<file path="src/rtl/ldm_reg_writer.sv">
// ldm_reg_writer
//   Write-side sequencer for the 16x32 register file. Executes a load-multiple:
//   walks reg_list lowest index first, fetches one word per set bit over a
//   req/ack memory port, and writes each word through the file's write port
//   (RW/PW/LE). R15 is the PC, so its word goes to pc_load/pc_value instead.
//   Optionally writes the final address back to the base register.
//
// Ports
//   clk, rst          clock (rising edge), asynchronous active-high reset
//   start             begin transfer; sampled only while busy=0
//   reg_list          register mask, bit i set = load Ri
//   base_addr         address of the first word
//   wb, base_reg      write final address back to base_reg
//   mem_req/mem_addr  memory read request and address
//   mem_ack/mem_rdata read data valid / read data
//   RW, PW, LE        register-file write index, data, enable (pulse)
//   pc_load, pc_value PC load pulse and word-aligned value
//   busy              high whenever not idle
//   done              one-cycle pulse when the transfer completes
module ldm_reg_writer #(
  parameter int unsigned DW        = 32,
  parameter int unsigned ADDR_STEP = 4
) (
  input  logic          clk,
  input  logic          rst,
  input  logic          start,
  input  logic [15:0]   reg_list,
  input  logic [DW-1:0] base_addr,
  input  logic          wb,
  input  logic [3:0]    base_reg,
  output logic          mem_req,
  output logic [DW-1:0] mem_addr,
  input  logic          mem_ack,
  input  logic [DW-1:0] mem_rdata,
  output logic [3:0]    RW,
  output logic [DW-1:0] PW,
  output logic          LE,
  output logic          pc_load,
  output logic [DW-1:0] pc_value,
  output logic          busy,
  output logic          done
);

  typedef enum logic [1:0] {
    IDLE  = 2'd0,
    LOAD  = 2'd1,
    WBASE = 2'd2,
    FIN   = 2'd3
  } state_t;

  localparam logic [DW-1:0] STEP = DW'(ADDR_STEP);

  state_t      state;
  logic [15:0] remaining;
  logic        wb_pending;
  logic [3:0]  wb_reg;
  logic [3:0]  low_idx;
  logic        last_bit;

  // Lowest set bit of the registers still to load.
  always_comb begin
    low_idx = '0;
    for (int unsigned k = 0; k < 16; k++) begin
      if (remaining[15 - k]) low_idx = 4'(15 - k);
    end
  end

  assign last_bit = ((remaining & (remaining - 16'd1)) == '0);

  assign busy = (state != IDLE);
  assign done = (state == FIN);

  always_ff @(posedge clk or posedge rst) begin
    if (rst) begin
      state      <= IDLE;
      remaining  <= '0;
      wb_pending <= 1'b0;
      wb_reg     <= '0;
      mem_req    <= 1'b0;
      mem_addr   <= '0;
      RW         <= '0;
      PW         <= '0;
      LE         <= 1'b0;
      pc_load    <= 1'b0;
      pc_value   <= '0;
    end else begin
      LE      <= 1'b0;
      pc_load <= 1'b0;
      case (state)
        IDLE: begin
          if (start) begin
            if (reg_list != '0) begin
              remaining  <= reg_list;
              // Writeback is suppressed when the base register is itself loaded.
              wb_pending <= wb & ~reg_list[base_reg];
              wb_reg     <= base_reg;
              mem_addr   <= base_addr;
              mem_req    <= 1'b1;
              state      <= LOAD;
            end else begin
              state <= FIN;
            end
          end
        end
        LOAD: begin
          if (mem_ack) begin
            if (low_idx != 4'd15) begin
              LE <= 1'b1;
              RW <= low_idx;
              PW <= mem_rdata;
            end else begin
              pc_load  <= 1'b1;
              pc_value <= {mem_rdata[DW-1:2], 2'b00};
            end
            remaining[low_idx] <= 1'b0;
            mem_addr           <= mem_addr + STEP;
            if (last_bit) begin
              mem_req <= 1'b0;
              state   <= wb_pending ? WBASE : FIN;
            end
          end
        end
        WBASE: begin
          // mem_addr has advanced once per loaded word, so it already equals
          // base_addr + ADDR_STEP * popcount(reg_list).
          LE    <= 1'b1;
          RW    <= wb_reg;
          PW    <= mem_addr;
          state <= FIN;
        end
        FIN: state <= IDLE;
        default: state <= IDLE;
      endcase
    end
  end

endmodule

</file>
<file path="config.mk">
export PLATFORM = sky130hd
export DESIGN_NAME = ldm_reg_writer
export DESIGN_NICKNAME = d
export VERILOG_FILES = /design/src/rtl/ldm_reg_writer.sv
export SDC_FILE = /design/constraint.sdc
export NUM_CORES = 1
export LEC_CHECK = 0
export BUFFER_PORTS_ARGS = -buffer_cell sky130_fd_sc_hd__buf_2
export CORE_AREA = 2 2 122 124
export DETAILED_ROUTE_END_ITERATION = 7
export DIE_AREA = 0 0 124 126
export GPL_TIMING_DRIVEN = 0
export PLACE_DENSITY = 0.76
export SLEW_MARGIN = 25
export SYNTH_ARGS = -nofsm -noshare
export SYNTH_HDL_FRONTEND = slang
export SYNTH_SLANG_ARGS = --single-unit
</file>
<file path="constraint.sdc">
create_clock -name clk -period 5.2 [get_ports clk]
set_input_delay 1.04 -clock clk [delete_from_list [all_inputs] [get_ports clk]]
set_output_delay 1.04 -clock clk [all_outputs]
set_load 0.02 [all_outputs]
</file>
==> impl_results.html <==
<table>
<tr><th>Metric</th><th>Value</th></tr>
<tr><th colspan="2">Floorplanning</th></tr>
<tr><td>Die Width</td><td>124 um</td></tr>
<tr><td>Starting density of the core</td><td>47.3%</td></tr>
<tr><td>Die height</td><td>126 um</td></tr>
<tr><td>Area of the placeable core</td><td>0.0143 sq mm</td></tr>
<tr><td>Ports</td><td>194</td></tr>
<tr><td>Standard-cell rows</td><td>44</td></tr>
<tr><td>Area enclosed by the die boundary</td><td>0.0156 sq mm</td></tr>
<tr><th colspan="2">Final layout</th></tr>
<tr><td>Most frequent standard cell in the layout excluding fill and tap cells</td><td>sky130_fd_sc_hd__buf_2</td></tr>
<tr><td>Layout Utilization</td><td>59.9%</td></tr>
<tr><td>Post-layout instance count excluding filler cells</td><td>1051</td></tr>
<tr><td>Ratio of cells with drive above 1 in the final layout</td><td>41.5%</td></tr>
<tr><td>Commonest cells after routing, fill and taps aside</td><td>194 x sky130_fd_sc_hd__buf_2, 124 x sky130_fd_sc_hd__dfrtp_1, 84 x sky130_fd_sc_hd__mux2_2</td></tr>
<tr><td>Post-layout nets</td><td>948</td></tr>
<tr><td>Largest registers</td><td>PW x32, mem_addr x32, pc_value x30</td></tr>
<tr><td>Layout Area Growth over Synthesis</td><td>26.7%</td></tr>
<tr><th colspan="2">Routing</th></tr>
<tr><td>Final WL</td><td>20700 um</td></tr>
<tr><td>Vias per cell</td><td>5.93</td></tr>
<tr><td># DRC</td><td>0</td></tr>
<tr><td>First-pass DRT Iterations</td><td>5</td></tr>
<tr><td>WL/cell</td><td>19.7 um</td></tr>
<tr><td>Drt initial violations</td><td>628</td></tr>
<tr><td>Total via count after detailed routing</td><td>6230</td></tr>
<tr><td>Antenna-violating nets left</td><td>0</td></tr>
<tr><th colspan="2">STA</th></tr>
<tr><td>RSZ-0062 raised after global routing</td><td>false</td></tr>
<tr><td>Slew at the pin closest to its max-slew limit</td><td>783 ps</td></tr>
<tr><td>Fmax</td><td>268 MHz</td></tr>
<tr><td>Post-layout min period</td><td>3730 ps</td></tr>
<tr><td>Count of pins over their slew limit</td><td>0</td></tr>
<tr><td>Setup violations, final</td><td>0</td></tr>
<tr><td>Setup clock skew after layout</td><td>6.83 ps</td></tr>
<tr><td>Final worst-path cycle share</td><td>71.7%</td></tr>
<tr><td>Fin. Hold Viols</td><td>0</td></tr>
<tr><td>Max transition margin</td><td>47.5%</td></tr>
<tr><th colspan="2">Clock network</th></tr>
<tr><td>Post-cts gate resize count</td><td>0</td></tr>
<tr><td>Clock net sink count</td><td>124</td></tr>
<tr><td>Root buffer cell</td><td>sky130_fd_sc_hd__clkbuf_16</td></tr>
<tr><td>Clock tree from TritonCTS</td><td>built</td></tr>
<tr><td>Count of hold-fix buffers inserted at cts</td><td>0</td></tr>
<tr><td>Number of buffers created by CTS</td><td>17</td></tr>
<tr><td>Maximum clock path buffer count</td><td>2</td></tr>
<tr><td>Post-CTS Setup Bufs</td><td>0</td></tr>
<tr><td>Clock-pin slew of the registers on the worst-case setup and hold paths</td><td>60 ps</td></tr>
<tr><td>H-tree depth</td><td>4</td></tr>
<tr><td>Clock insertion delay at the later pin of the skew report</td><td>420 ps</td></tr>
<tr><th colspan="2">Yosys</th></tr>
<tr><td>Async set or reset register ratio after synthesis</td><td>100%</td></tr>
<tr><td>Flops &amp; latches, synth</td><td>124</td></tr>
<tr><td>Number of warnings printed during yosys synthesis</td><td>0</td></tr>
<tr><td>Most frequently used flop master after synthesis</td><td>sky130_fd_sc_hd__dfrtp_1</td></tr>
<tr><td>Number of flops mapped to enable cells by yosys</td><td>0</td></tr>
<tr><td>Cell area after synthesis</td><td>0.00677 sq mm</td></tr>
<tr><td>Cells after Synth</td><td>641</td></tr>
<tr><td>Part of the Yosys area used for sequential elements</td><td>45.8%</td></tr>
<tr><td>Distinct cell type count after synthesis</td><td>64</td></tr>
<tr><td>Post-synthesis area per instance</td><td>10.6 sq um</td></tr>
<tr><th colspan="2">GRT</th></tr>
<tr><td>Via count of the first global-routing pass</td><td>6080</td></tr>
<tr><td>Wire length of the first global-routing pass</td><td>32100 um</td></tr>
<tr><td>Maximum number of pins on one net before global-route repair</td><td>81</td></tr>
<tr><td>Total routing resource utilization after global routing</td><td>26.9%</td></tr>
<tr><td>Remaining global-route overflow</td><td>0</td></tr>
<tr><td>Antenna violations before repair</td><td>2</td></tr>
<tr><th colspan="2">Job</th></tr>
<tr><td>Max capacitance violation total</td><td>0</td></tr>
<tr><th colspan="2">Placement</th></tr>
<tr><td>Gp weighted congestion</td><td>0.951</td></tr>
<tr><td>Half-perimeter wire length of the detailed placement result</td><td>15100 um</td></tr>
<tr><td>Number of placed instances, taps included</td><td>1018</td></tr>
<tr><td>Port-buffer cells</td><td>191</td></tr>
<tr><th colspan="2">Pwr</th></tr>
<tr><td>Max VDD drop</td><td>0.347 mV</td></tr>
<tr><td>Leakage</td><td>4.01 nW</td></tr>
<tr><td>Cell area power density</td><td>692 mW/mm^2</td></tr>
<tr><th colspan="2">Hold path</th></tr>
<tr><td>HP Class</td><td>reg -&gt; reg</td></tr>
<tr><td>Hold path startpoint</td><td>pc_value[2]$_DFFE_PP0P_</td></tr>
<tr><th colspan="2">Critical path</th></tr>
<tr><td>Capturing point of the worst reg2reg path</td><td>mem_addr[5]$_DFFE_PP0P_</td></tr>
<tr><td>Critical Path Source Type</td><td>flop</td></tr>
<tr><td>Worst Reg2Reg Path Length in Cells</td><td>9</td></tr>
<tr><td>CP Capture Point</td><td>busy</td></tr>
<tr><td>Kind of capture point of the worst setup path</td><td>output port</td></tr>
<tr><td>Setup CP Type</td><td>reg -&gt; out</td></tr>
<tr><td>Maximum fanout count along the critical path</td><td>10</td></tr>
<tr><td>Launch point of the worst path</td><td>state[0]$_DFFE_PP0P_</td></tr>
<tr><td>Worst reg-to-reg setup slack</td><td>2200 ps</td></tr>
<tr><td>Critical Path AT</td><td>2690 ps</td></tr>
<tr><td>Required time at the worst-slack endpoint</td><td>4160 ps</td></tr>
<tr><td>Start of the worst register-to-register path</td><td>state[1]$_DFFE_PP0P_</td></tr>
<tr><th colspan="2">Outcome</th></tr>
<tr><td>Outcome</td><td>finished, final reports clean</td></tr>
</table>
[final cells by class]
class / instances / area (sq um)
Multi-Input combinational cell: 459 / 3400
Tap cell: 184 / 230
Clock inverter: 15 / 151
Buffer: 44 / 214
Inverter: 15 / 63.8
Antenna cell: 1 / 2.50
Sequential cell: 124 / 3100
Timing Repair Buffer: 192 / 983
Clock buffer: 17 / 425
Fill cell: 1274 / 5740
[worst min path at each step]
stage          slack [ps]  depth (start not counted)                       to
2_1_floorplan         470                          1    wb_reg[1]$_DFFE_PP0P_
3_3_place_gp          480                          1        RW[2]$_DFFE_PP0P_
3_5_place_dp          490                          1       PW[28]$_DFFE_PP0P_
4_1_cts               500                          1       PW[18]$_DFFE_PP0P_
5_1_grt               520                          1       PW[25]$_DFFE_PP0P_
6_report              500                          1  pc_value[2]$_DFFE_PP0P_
[stage by stage]
step | instance area [sq um] | hold WS (ps) | worst slack, ps | total power [W] | TNS (ps)
2_1_floorplan | 6770 | 475 | 861 | 0.00380 | 0
3_3_place_gp | 7960 | 483 | -733 | 0.00467 | -89850
3_5_place_dp | 7990 | 487 | 1950 | 0.00474 | 0
4_1_cts | 8570 | 502 | 1530 | 0.00592 | 0
5_1_grt | 8570 | 521 | 1360 | 0.00629 | 0
6_report | 8570 | 499 | 1470 | 0.00593 | 0
[critical path: stages, from the launching register on]
cell                       delay (ps)
sky130_fd_sc_hd__dfrtp_1          430
sky130_fd_sc_hd__inv_1            150
sky130_fd_sc_hd__ha_1             300
sky130_fd_sc_hd__clkinv_1         140
sky130_fd_sc_hd__clkbuf_1         440
sky130_fd_sc_hd__buf_1            530
sky130_fd_sc_hd__buf_2            270
[routing by layer]
layer / track usage (%) / wire length (um)
met5: 0 / 7
met4: 10.1 / 569
met1: 36.0 / 8380
met3: 6.61 / 1910
met2: 42.3 / 9880
[synthesized netlist by cell type (5+ instances only)]
| cell | n | area [sq um] |
|---|---|---|
| sky130_fd_sc_hd__dfrtp_1 | 124 | 3100 |
| sky130_fd_sc_hd__mux2_2 | 84 | 946 |
| sky130_fd_sc_hd__a21oi_1 | 60 | 300 |
| sky130_fd_sc_hd__nand2_1 | 52 | 195 |
| sky130_fd_sc_hd__o21ai_0 | 37 | 185 |
| sky130_fd_sc_hd__clkbuf_1 | 29 | 109 |
| sky130_fd_sc_hd__nor2_1 | 25 | 93.8 |
| sky130_fd_sc_hd__o22ai_1 | 24 | 150 |
| sky130_fd_sc_hd__nand3_1 | 23 | 115 |
| sky130_fd_sc_hd__mux2_4 | 20 | 300 |
| sky130_fd_sc_hd__inv_1 | 14 | 52.6 |
| sky130_fd_sc_hd__and3_1 | 13 | 81.3 |
| sky130_fd_sc_hd__a22oi_1 | 12 | 90.1 |
| sky130_fd_sc_hd__nand4_1 | 12 | 75.1 |
| sky130_fd_sc_hd__nor3_1 | 10 | 50.1 |
| sky130_fd_sc_hd__a31oi_1 | 7 | 43.8 |
| sky130_fd_sc_hd__buf_4 | 6 | 45.0 |
| sky130_fd_sc_hd__ha_1 | 6 | 75.1 |
| sky130_fd_sc_hd__mux2i_1 | 5 | 50.1 |
| sky130_fd_sc_hd__mux4_2 | 5 | 113 |
| sky130_fd_sc_hd__nor4_1 | 5 | 31.3 |
[power by group]
part / internal, W / switching [W] / total, W
registers: 0.00134 / 0.000366 / 0.00171
logic: 0.00124 / 0.00183 / 0.00307
clock network: 0.000702 / 0.000451 / 0.00115
[cells by family after synthesis]
group / after synthesis / share of synthesized area (%)
AOI/OAI and AO/OA: 177 / 16.3
adders and majority gates: 7 / 1.26
buffers and inverters: 59 / 3.99
DFF: 124 / 45.8
muxes: 114 / 20.8
other: 1 / 0.0554
and+or+nand+nor: 159 / 11.7
Note: power is estimated with default switching activity, not from simulation.
